`config.mk`:
```
export PLATFORM = sky130hd
export DESIGN_NAME = bmul_fx_seq
export DESIGN_NICKNAME = d
export VERILOG_FILES = /design/src/rtl/bmul_pkg.sv /design/src/rtl/bmul_round_sat.sv /design/src/rtl/bmul_fx_seq.sv
export SDC_FILE = /design/constraint.sdc
export NUM_CORES = 1
export LEC_CHECK = 0
export ABC_CLOCK_PERIOD_IN_PS = 9900
export CELL_PAD_IN_SITES_DETAIL_PLACEMENT = 1
export CELL_PAD_IN_SITES_GLOBAL_PLACEMENT = 2
export CORE_MARGIN = 5
export CORE_UTILIZATION = 41
export DETAILED_ROUTE_END_ITERATION = 7
export DONT_BUFFER_PORTS = 1
export GPL_TIMING_DRIVEN = 0
export PLACE_DENSITY_LB_ADDON = 0.1
export SYNTH_ARGS = -nofsm -noshare
export SYNTH_HDL_FRONTEND = slang
export SYNTH_SLANG_ARGS = --single-unit
```
`constraint.sdc`:
```
create_clock -name clk -period 9.9 [get_ports clk]
set_input_delay 1.98 -clock clk [delete_from_list [all_inputs] [get_ports clk]]
set_output_delay 1.98 -clock clk [all_outputs]
set_load 0.01 [all_outputs]
```
`src/rtl/bmul_pkg.sv`:
```
// bmul_pkg: shared types and helpers for the bmul_fx_seq multiplier.
//   state_t : FSM state encoding (idle, shift-add, finalise, hold result)
//   clog2   : counter width for W iterations (minimum 1 bit)
package bmul_pkg;

    typedef enum logic [1:0] {
        ST_IDLE,
        ST_CALC,
        ST_FIN,
        ST_HOLD
    } state_t;

    function automatic int clog2(input int w);
        int r;
        r = 0;
        while ((1 << r) < w) r++;
        return (r < 1) ? 1 : r;
    endfunction

endpackage

```
`src/rtl/bmul_round_sat.sv`:
```
// bmul_round_sat: combinational round-to-nearest (ties toward +inf) and
// saturation of a (2IW).(2FW) product down to IW.FW.
//   p     in  2W : full-precision product
//   sgn   in  1  : 1 = two's complement, 0 = unsigned
//   res_q out W  : rounded, saturated result
//   ovf   out 1  : res_q was clamped
module bmul_round_sat #(
    parameter int IW = 8,
    parameter int FW = 8
) (
    input  logic [2*(IW+FW)-1:0] p,
    input  logic                 sgn,
    output logic [IW+FW-1:0]     res_q,
    output logic                 ovf
);

    localparam int W  = IW + FW;
    localparam int RW = 2 * W + 1;
    localparam logic [RW-1:0] HALF = {{(RW-1){1'b0}}, 1'b1} << (FW - 1);

    logic [RW-1:0] ext;
    logic [RW-1:0] sum;
    logic [RW-1:0] r;

    always_comb begin
        // One extra bit so the rounding carry can never wrap.
        ext = {sgn & p[2*W-1], p};
        sum = ext + HALF;
        // if/else rather than ?: so the signed shift is not forced unsigned
        // by the other branch of the expression.
        if (sgn) r = $signed(sum) >>> FW;
        else     r = sum >> FW;

        res_q = r[W-1:0];
        ovf   = 1'b0;
        if (sgn) begin
            // In range when every bit from W-1 upward is a copy of the sign.
            if (!((&r[RW-1:W-1]) || !(|r[RW-1:W-1]))) begin
                ovf   = 1'b1;
                res_q = r[RW-1] ? {1'b1, {(W-1){1'b0}}} : {1'b0, {(W-1){1'b1}}};
            end
        end else if (|r[RW-1:W]) begin
            ovf   = 1'b1;
            res_q = {W{1'b1}};
        end
    end

endmodule

```
`src/rtl/bmul_fx_seq.sv`:
```
// bmul_fx_seq: sequential shift-add IW.FW fixed-point multiplier.
// Magnitudes are multiplied unsigned over W cycles, the sign is applied in
// FIN, and the product is rounded/saturated back to IW.FW.
//   clk, rst          : clock, synchronous active-low reset
//   in_vld/in_rdy     : operand handshake (in_rdy = idle)
//   a, b (W), sgn     : operands and signed-mode flag
//   res_full (2W)     : exact product
//   res_q (W), ovf    : rounded/saturated product, saturation flag
//   res_vld/res_rdy   : result handshake (res_vld = holding a result)
module bmul_fx_seq
    import bmul_pkg::*;
#(
    parameter int IW = 8,
    parameter int FW = 8
) (
    input  logic                   clk,
    input  logic                   rst,
    input  logic                   in_vld,
    output logic                   in_rdy,
    input  logic [IW+FW-1:0]       a,
    input  logic [IW+FW-1:0]       b,
    input  logic                   sgn,
    output logic [2*(IW+FW)-1:0]   res_full,
    output logic [IW+FW-1:0]       res_q,
    output logic                   ovf,
    output logic                   res_vld,
    input  logic                   res_rdy
);

    localparam int W  = IW + FW;
    localparam int CW = clog2(W);
    localparam logic [CW-1:0] CNT_LAST = CW'(W - 1);

    state_t           state_q, state_d;
    logic [CW-1:0]    cnt_q, cnt_d;
    logic [2*W-1:0]   mcand_q, mcand_d;
    logic [W-1:0]     mplier_q, mplier_d;
    logic [2*W-1:0]   acc_q, acc_d;
    logic             sgn_q, sgn_d;
    logic             neg_q, neg_d;
    logic [2*W-1:0]   full_q, full_d;
    logic [W-1:0]     rnd_q, rnd_d;
    logic             ovf_q, ovf_d;

    logic [W-1:0]     a_mag, b_mag;
    logic [2*W-1:0]   p_fin;
    logic [W-1:0]     rs_res;
    logic             rs_ovf;

    bmul_round_sat #(.IW(IW), .FW(FW)) u_round_sat (
        .p     (p_fin),
        .sgn   (sgn_q),
        .res_q (rs_res),
        .ovf   (rs_ovf)
    );

    always_comb begin
        state_d  = state_q;
        cnt_d    = cnt_q;
        mcand_d  = mcand_q;
        mplier_d = mplier_q;
        acc_d    = acc_q;
        sgn_d    = sgn_q;
        neg_d    = neg_q;
        full_d   = full_q;
        rnd_d    = rnd_q;
        ovf_d    = ovf_q;

        // -(2^(W-1)) wraps to itself, which is the correct unsigned magnitude.
        a_mag = (sgn & a[W-1]) ? -a : a;
        b_mag = (sgn & b[W-1]) ? -b : b;
        p_fin = neg_q ? -acc_q : acc_q;

        case (state_q)
            ST_IDLE: begin
                if (in_vld) begin
                    state_d  = ST_CALC;
                    sgn_d    = sgn;
                    neg_d    = sgn & (a[W-1] ^ b[W-1]);
                    mcand_d  = {{W{1'b0}}, a_mag};
                    mplier_d = b_mag;
                    acc_d    = '0;
                    cnt_d    = '0;
                end
            end
            ST_CALC: begin
                if (mplier_q[0]) acc_d = acc_q + mcand_q;
                mcand_d  = mcand_q << 1;
                mplier_d = mplier_q >> 1;
                cnt_d    = cnt_q + CW'(1);
                if (cnt_q == CNT_LAST) state_d = ST_FIN;
            end
            ST_FIN: begin
                full_d  = p_fin;
                rnd_d   = rs_res;
                ovf_d   = rs_ovf;
                state_d = ST_HOLD;
            end
            ST_HOLD: begin
                if (res_rdy) state_d = ST_IDLE;
            end
            default: state_d = ST_IDLE;
        endcase
    end

    always_ff @(posedge clk) begin
        if (!rst) begin
            state_q  <= ST_IDLE;
            cnt_q    <= '0;
            mcand_q  <= '0;
            mplier_q <= '0;
            acc_q    <= '0;
            sgn_q    <= 1'b0;
            neg_q    <= 1'b0;
            full_q   <= '0;
            rnd_q    <= '0;
            ovf_q    <= 1'b0;
        end else begin
            state_q  <= state_d;
            cnt_q    <= cnt_d;
            mcand_q  <= mcand_d;
            mplier_q <= mplier_d;
            acc_q    <= acc_d;
            sgn_q    <= sgn_d;
            neg_q    <= neg_d;
            full_q   <= full_d;
            rnd_q    <= rnd_d;
            ovf_q    <= ovf_d;
        end
    end

    assign in_rdy   = (state_q == ST_IDLE);
    assign res_vld  = (state_q == ST_HOLD);
    assign res_full = full_q;
    assign res_q    = rnd_q;
    assign ovf      = ovf_q;

endmodule

```
==> qor.txt, run 1 <==
height of the die: 159 um
Worst Max-Slew Pin Slew: 1.00 ns
initial drt markers: 523
top post-synthesis cells by count: 139 x sky130_fd_sc_hd__nand2_1, 137 x sky130_fd_sc_hd__dfxtp_1, 135 x sky130_fd_sc_hd__nor2_1
Post-Synthesis Cell Area: 9100 sq um
clock period minus worst slack: 5.57 ns
layout cells sized above 1: 5.67%
total of cells resized after clock tree synthesis: 0
count of mapped cells out of synthesis: 1,168
number of warnings printed during yosys synthesis: 0
maximum number of pins on one net before global-route repair: 17
Post-DRT Antenna Nets: 0
leading area contributor after synthesis: sky130_fd_sc_hd__dfxtp_1
combinational family with the most area after synthesis: compound AO/OA/AOI/OAI gates
routability congestion estimate: 0.901
P_leak: 3.68 nW
post-synthesis share of cell area spent on and, or, nand and nor gates: 22.1%
top layer in use: met4
multiplexer share of the synthesized area: 1.10%
reg-to-reg setup timing slack: 4.33 ns
number of vias per cell after detailed routing: 5.90
post-synthesis to final-layout area growth: 9.97%
max-capacitance violation count: 0
Critical Path AT: 5.87 ns
syn_nets: 1,246
total DRC errors in the routed layout: 0
type of the worst setup path: reg -> reg
core box area: 21,800 sq um
Routed met1 length: 14.2 mm
IO Pins: 88
class of the tightest hold or removal check: reg -> reg
Worst setup SP type: flip-flop
estimated wirelength of the detail-placed design: 24.0 mm
Clk Latency, worst-skew pair: 0.43 ns
CTS sink cnt: 137
destination of the worst register-to-register timing path: res_q[0]
router iterations before antenna repair: 5
Slowest-stage cell, CP: sky130_fd_sc_hd__nor4_1
result of the run: completed
launch point of the worst path: neg_q
number of library cell types mapped by synthesis: 78
overall routing resource usage: 23.9%
CTS clk-pin slew, worst paths: 0.07 ns
Worst Path Required: 10.19 ns
critical path fanouts, max: 10
Total Die Area: 25,300 sq um
Final Max Slew Viols: 0
level count of the clock H-tree: 4
Pwr per Cell Area: 215 nW/um^2
Final period util: 56.3%
worst hold slack: 0.455 ns
maximum ir drop on the vdd rail: 137 uV
Fin Clk Skew: 0.0132 ns
number of global-route vias before repair: 8,869
cell mode on critical path: sky130_fd_sc_hd__buf_1
root buf cell: sky130_fd_sc_hd__clkbuf_16
Port Buf Inserts: 0
largest stage delay on the critical path: 0.74 ns
area fraction in compound gates after synthesis: 27.3%
number of CTS-inserted buffers: 17
sequential element share of the synthesized area: 30.1%
total setup buffers inserted after CTS: 0
post-synthesis share of cell area spent on xor and xnor gates: 9.14%
Syn Area/Cell: 7.79 sq um
share of flip-flops with an asynchronous set or reset after synthesis: 0%
Routed met3 length: 1.14 mm
GRT overflow: 0
CTS max path bufs: 2
sum of negative setup slack: 0 ns
effective utilization at floorplan: 41.7%
final routed wire length divided by cell count: 20.9 um
reg2reg start: neg_q
top-area cell type share of the netlist area: 30.1%
worst setup path endpoint: res_q[0]
share of synthesized cell area in full adder, half adder and majority cells: 5.72%
filler cell count: 2,692
Vias: 8,741
CTS Hold Buffers Added: 0
number of storage elements in the synthesis netlist: 137
relative slew slack: 32.6%
number of setup violations in the final report: 0
most frequently used flop master after synthesis: sky130_fd_sc_hd__dfxtp_1
horizontal die dimension: 159 um
kind of end point of the critical path: flip-flop
number of enable flip-flop cells after synthesis: 0
Synth area leaders: sky130_fd_sc_hd__dfxtp_1 30%, sky130_fd_sc_hd__nand2_1 5.7%, sky130_fd_sc_hd__nor2_1 5.6%
final net count: 1,265
Hold Vio Cnt, Final: 0
TritonCTS clock tree: built
antenna violations before repair: 0
total length of routed met2 wires: 15.1 mm
cell breakdown of the critical path: buf_1 > buf_1 > buf_1 > nand2_1 > xnor2_1 > ha_1 > nand2_1 > nor4_1 > a311oi_1 > nor4_1 > nand4_1 > nor4b_1 > mux2i_1 > o211ai_1 > o21ai_2 > buf_6 > o22ai_1
RSZ-0062 raised after global routing: no
Core Rows: 54
most used standard cell by instance count after synthesis: sky130_fd_sc_hd__nand2_1
worst reg2reg path depth: 17
wire length of the first global-routing pass: 49.8 mm
final WL: 30.9 mm
highest achievable clock rate: 0.179 GHz
worst min path at each step:
stage | depth (start not counted) | slack, ns | start | endpoint
floorplan | 2 | 0.43 | mplier_q[7] | mplier_q[7]
global route | 2 | 0.48 | mplier_q[6] | mplier_q[6]
global placement | 2 | 0.44 | mplier_q[11] | mplier_q[11]
finish | 2 | 0.46 | mplier_q[11] | mplier_q[11]
CTS | 2 | 0.46 | mplier_q[9] | mplier_q[9]
detailed placement | 2 | 0.45 | mplier_q[2] | mplier_q[2]
per-layer routing:
layer | up-vias | track usage [%]
li1 | 4307 | -
met1 | 4261 | 30.7
met2 | 143 | 41.9
met3 | 30 | 4.35
met4 | 0 | 5.20
met5 | - | 0
layout by cell type (no fill, tap or decap), types with 20 or more instances in the layout:
cell type,n
sky130_fd_sc_hd__clkbuf_1,58
sky130_fd_sc_hd__nor2_1,135
sky130_fd_sc_hd__ha_1,40
sky130_fd_sc_hd__nor3_1,24
sky130_fd_sc_hd__o21ai_0,77
sky130_fd_sc_hd__xnor2_1,51
sky130_fd_sc_hd__a211oi_1,30
sky130_fd_sc_hd__dfxtp_1,137
sky130_fd_sc_hd__a21oi_1,62
sky130_fd_sc_hd__xor2_1,44
sky130_fd_sc_hd__inv_1,28
sky130_fd_sc_hd__nand2_1,139
sky130_fd_sc_hd__a22oi_1,38
sky130_fd_sc_hd__o211ai_1,20
cell type report:
class | count | area [sq um] | share of cell area [%]
clock buffers | 18 | 429 | 4.29
diodes | 1 | 2.50 | 0.0250
plain buffers | 73 | 298 | 2.98
well taps | 280 | 350 | 3.50
clock inverters | 14 | 125 | 1.25
flip-flops and latches | 137 | 2740 | 27.4
multi-input cells | 928 | 5950 | 59.4
inverters | 30 | 113 | 1.13
flip-flops by register name, summed over array words and instances (netlist names):
register  cells
mcand_q      32
acc_q        32
state_q       2
cnt_q         4
sgn_q         1
res_q        16
neg_q         1
res_full     32
mplier_q     16
ovf           1
cells by family after synthesis:
logic type | count (synthesis)
xor gates and xnor gates | 95
adders and majority gates | 41
muxes | 10
and+or+nand+nor | 422
AOI/OAI and AO/OA | 360
buffers and inverters | 103
DFF | 137
power by group:
group	internal [mW]	leakage [nW]	switching (mW)
clock	0.347	0.272	0.272
sequential	0.657	1.11	0.113
combinational	0.222	2.30	0.536
stage by stage:
step | instance area (sq um) | std cells | total power, mW | util (%) | setup slack (ns)
2_1_floorplan | 9100 | 1168 | 1.28 | - | 5.81
3_3_place_gp | 9450 | 1448 | 1.53 | 43.3 | 4.39
3_5_place_dp | 9450 | 1448 | 1.54 | 43.3 | 4.37
4_1_cts | 10000 | 1480 | 2.17 | 45.9 | 4.36
5_1_grt | 10000 | 1480 | 2.28 | 45.9 | 3.81
6_report | 10000 | 1481 | 2.15 | 45.9 | 4.33
critical path, delay by kind of cell (launching register included):
family                     cells  cell delay [ns]
AOI/OAI and AO/OA              4             0.67
buffers and inverters          4             1.68
DFF                            1             0.45
xor gates and xnor gates       1             0.23
muxes                          1             0.24
adders and majority gates      1             0.28
and+or+nand+nor                6             1.88
(Power assumes the default switching activity.)
==> run 2, diff against run 1 <==
--- a/config.mk
+++ b/config.mk
@@ -5,11 +5,11 @@
 export SDC_FILE = /design/constraint.sdc
 export NUM_CORES = 1
 export LEC_CHECK = 0
-export ABC_CLOCK_PERIOD_IN_PS = 9900
+export ABC_CLOCK_PERIOD_IN_PS = 4500
 export CELL_PAD_IN_SITES_DETAIL_PLACEMENT = 1
 export CELL_PAD_IN_SITES_GLOBAL_PLACEMENT = 2
 export CORE_MARGIN = 5
-export CORE_UTILIZATION = 41
+export CORE_UTILIZATION = 34
 export DETAILED_ROUTE_END_ITERATION = 7
 export DONT_BUFFER_PORTS = 1
 export GPL_TIMING_DRIVEN = 0
==> constraint.sdc (replaced) <==
create_clock -name clk -period 4.5 [get_ports clk]
set_input_delay 0.9 -clock clk [delete_from_list [all_inputs] [get_ports clk]]
set_output_delay 0.9 -clock clk [all_outputs]
set_load 0.01 [all_outputs]
==> run 2 against run 1 <==
- final cell count increased by 4.3%
- clock power increased by 130%
- global-route usage decreased by 2.5 points
- flip-flop and latch count unchanged
- die area increased by 19%
- largest cell class unchanged
==> qor.txt, run 2 (synthesis results as in run 1) <==
worst reg2reg path depth: 13 (-4)
type of the worst setup path: reg -> reg
Fin Clk Skew: 0.0200 ns (+0.00676 ns)
Final Max Slew Viols: 0 (unchanged)
router iterations before antenna repair: 6 (+1)
Post-DRT Antenna Nets: 0 (unchanged)
IO Pins: 88 (unchanged)
pre-CTS setup slack: -1.17 ns (-5.54 ns)
height of the die: 174 um (+9.2%)
CTS sink cnt: 137 (unchanged)
maximum number of pins on one net before global-route repair: 17 (unchanged)
number of global-route vias before repair: 9,014 (+1.6%)
number of CTS-inserted buffers: 17 (unchanged)
Total Die Area: 30,100 sq um (+19%)
Slowest-stage cell, CP: sky130_fd_sc_hd__nor4_4
commonest non-fill, non-tap cell in the layout: sky130_fd_sc_hd__nand2_1
antenna diode count: 0 (-1)
horizontal die dimension: 174 um (+9.2%)
CTS Hold Buffers Added: 0 (unchanged)
area taken by flip-flops and latches: 2750 sq um (+0.23%)
clock period minus worst slack: 4.32 ns (-1.25 ns)
sum of negative setup slack: 0 ns (unchanged)
worst min-delay path endpoint: mplier_q[11]
Clk Latency, worst-skew pair: 0.43 ns (about the same)
overall routing resource usage: 21.4% (-2.5 points)
estimated wirelength of the detail-placed design: 25.2 mm (+5.3%)
reg2reg start: acc_q[9]
level count of the clock H-tree: 4 (unchanged)
fin worst setup slack: 0.177 ns (-4.15 ns)
final routed wire length divided by cell count: 21.3 um (+1.9%)
Port Buf Inserts: 0 (unchanged)
root buf cell: sky130_fd_sc_hd__clkbuf_16
commonest non-fill, non-tap cells in the layout: 138 x sky130_fd_sc_hd__nand2_1, 135 x sky130_fd_sc_hd__nor2_1, 134 x sky130_fd_sc_hd__dfxtp_1
result of the run: completed
post-synthesis to final-layout area growth: 14.1%
number of setup violations in the final report: 0 (unchanged)
number of vias per cell after detailed routing: 5.67 (-3.8%)
critical path fanouts, max: 9 (-1)
filler cell count: 3,194 (+19%)
CTS clk-pin slew, worst paths: 0.07 ns (about the same)
maximum ir drop on the vdd rail: 246 uV (+80%)
Final period util: 96.1% (+40 points)
antenna violations before repair: 0 (unchanged)
Worst setup SP type: flip-flop
GRT overflow: 0 (unchanged)
Worst Max-Slew Pin Slew: 0.903 ns (-0.101 ns)
highest achievable clock rate: 0.231 GHz (+29%)
worst hold slack: 0.452 ns (-0.00331 ns)
largest stage delay on the critical path: 0.51 ns (-0.23 ns)
initial drt markers: 449 (-14%)
relative slew slack: 38.3% (+5.7 points)
final net count: 1,274 (+0.71%)
Core Rows: 59 (+9.3%)
max-capacitance violation count: 0 (unchanged)
total DRC errors in the routed layout: 0 (unchanged)
P_leak: 3.82 nW (+3.8%)
final WL: 32.8 mm (+6.3%)
routability congestion estimate: 0.843 (-6.4%)
Hold Vio Cnt, Final: 0 (unchanged)
layout cells sized above 1: 8.68% (+3.0 points)
CTS max path bufs: 2 (unchanged)
number of stages on the worst hold path: 2 (unchanged)
Worst Path Required: 4.78 ns (-5.41 ns)
core box area: 26,200 sq um (+20%)
Vias: 8,762 (+0.24%)
kind of end point of the critical path: flip-flop
cell breakdown of the critical path: buf_2 > or4_1 > buf_2 > nor4_4 > a31o_2 > xnor2_1 > nand4b_1 > nor4_4 > buf_4 > mux2i_1 > o211ai_1 > o211ai_1 > a21oi_1
area occupied by multi-input gates: 6140 sq um (+3.2%)
Critical Path AT: 4.60 ns (-1.27 ns)
reg-to-reg setup timing slack: 0.18 ns (-4.15 ns)
wire length of the first global-routing pass: 52.0 mm (+4.4%)
class of the tightest hold or removal check: reg -> reg
destination of the worst register-to-register timing path: ovf
hold path startpoint: mplier_q[11]
Pwr per Cell Area: 466 nW/um^2 (+120%)
TritonCTS clock tree: built
effective utilization at floorplan: 34.7% (-7.0 points)
[run 2: stage by stage]
| stage | power [mW] | cell area, sq um | utilization, % | instances |
|---|---|---|---|---|
| after floorplan | 2.81 | 9100 | - | 1168 |
| final | 4.84 | 10400 | 39.6 | 1544 |
| after CTS | 4.88 | 10200 | 39.0 | 1539 |
| after global placement | 3.41 | 9520 | 36.3 | 1503 |
| after detailed placement | 3.43 | 9520 | 36.3 | 1503 |
| after global routing | 5.14 | 10400 | 39.6 | 1544 |
[run 2: cell type report]
type                       instances  share of cell area, %
clock inverter                    13                   1.37
sequential                       137                   26.5
timing repair buffer               9                  0.687
buffer                            73                   3.05
tap                              335                   4.04
multi-input combinational        928                   59.1
clock buffer                      19                   4.17
inverter                          30                   1.08
[run 2: what timing repair did]
item,CTS,global route
setup buffers,4,4
pin swaps,5,11
gates resized for setup,19,30
setup endpoints to repair,17,16
cloned,0,1
[run 2: how the worst max path moves through the flow]
stage,start,end,slack (ns),cells past startpoint
global route,acc_q[0],ovf,-0.0007,12
detailed placement,neg_q,res_q[0],-1.17,17
CTS,acc_q[9],ovf,0.007,13
finish,acc_q[9],ovf,0.18,13
global placement,neg_q,res_q[0],-1.09,17
floorplan,neg_q,res_q[0],0.41,17
[run 2: worst max-delay path, delay by kind of cell, from the launching register on]
| family | cells | cell delay (ns) |
|---|---|---|
| buffers and inverters | 3 | 0.56 |
| AO/OA/AOI/OAI | 4 | 1.03 |
| XOR/XNOR | 1 | 0.25 |
| AND/OR/NAND/NOR | 4 | 1.83 |
| multiplexers | 1 | 0.18 |
| flip-flops | 1 | 0.33 |
[run 2: report_power, final]
group / internal [mW] / total, mW / leakage, nW / switching (mW)
combinational: 0.506 / 1.73 / 2.44 / 1.22
sequential: 1.45 / 1.69 / 1.11 / 0.246
clock: 0.821 / 1.43 / 0.267 / 0.604
[run 2: routing by layer]
layer  global-route usage [%]  wire, um
met5                        0         0
met4                     5.01       437
met3                     3.53       997
met2                     37.4     16100
met1                     27.6     15300
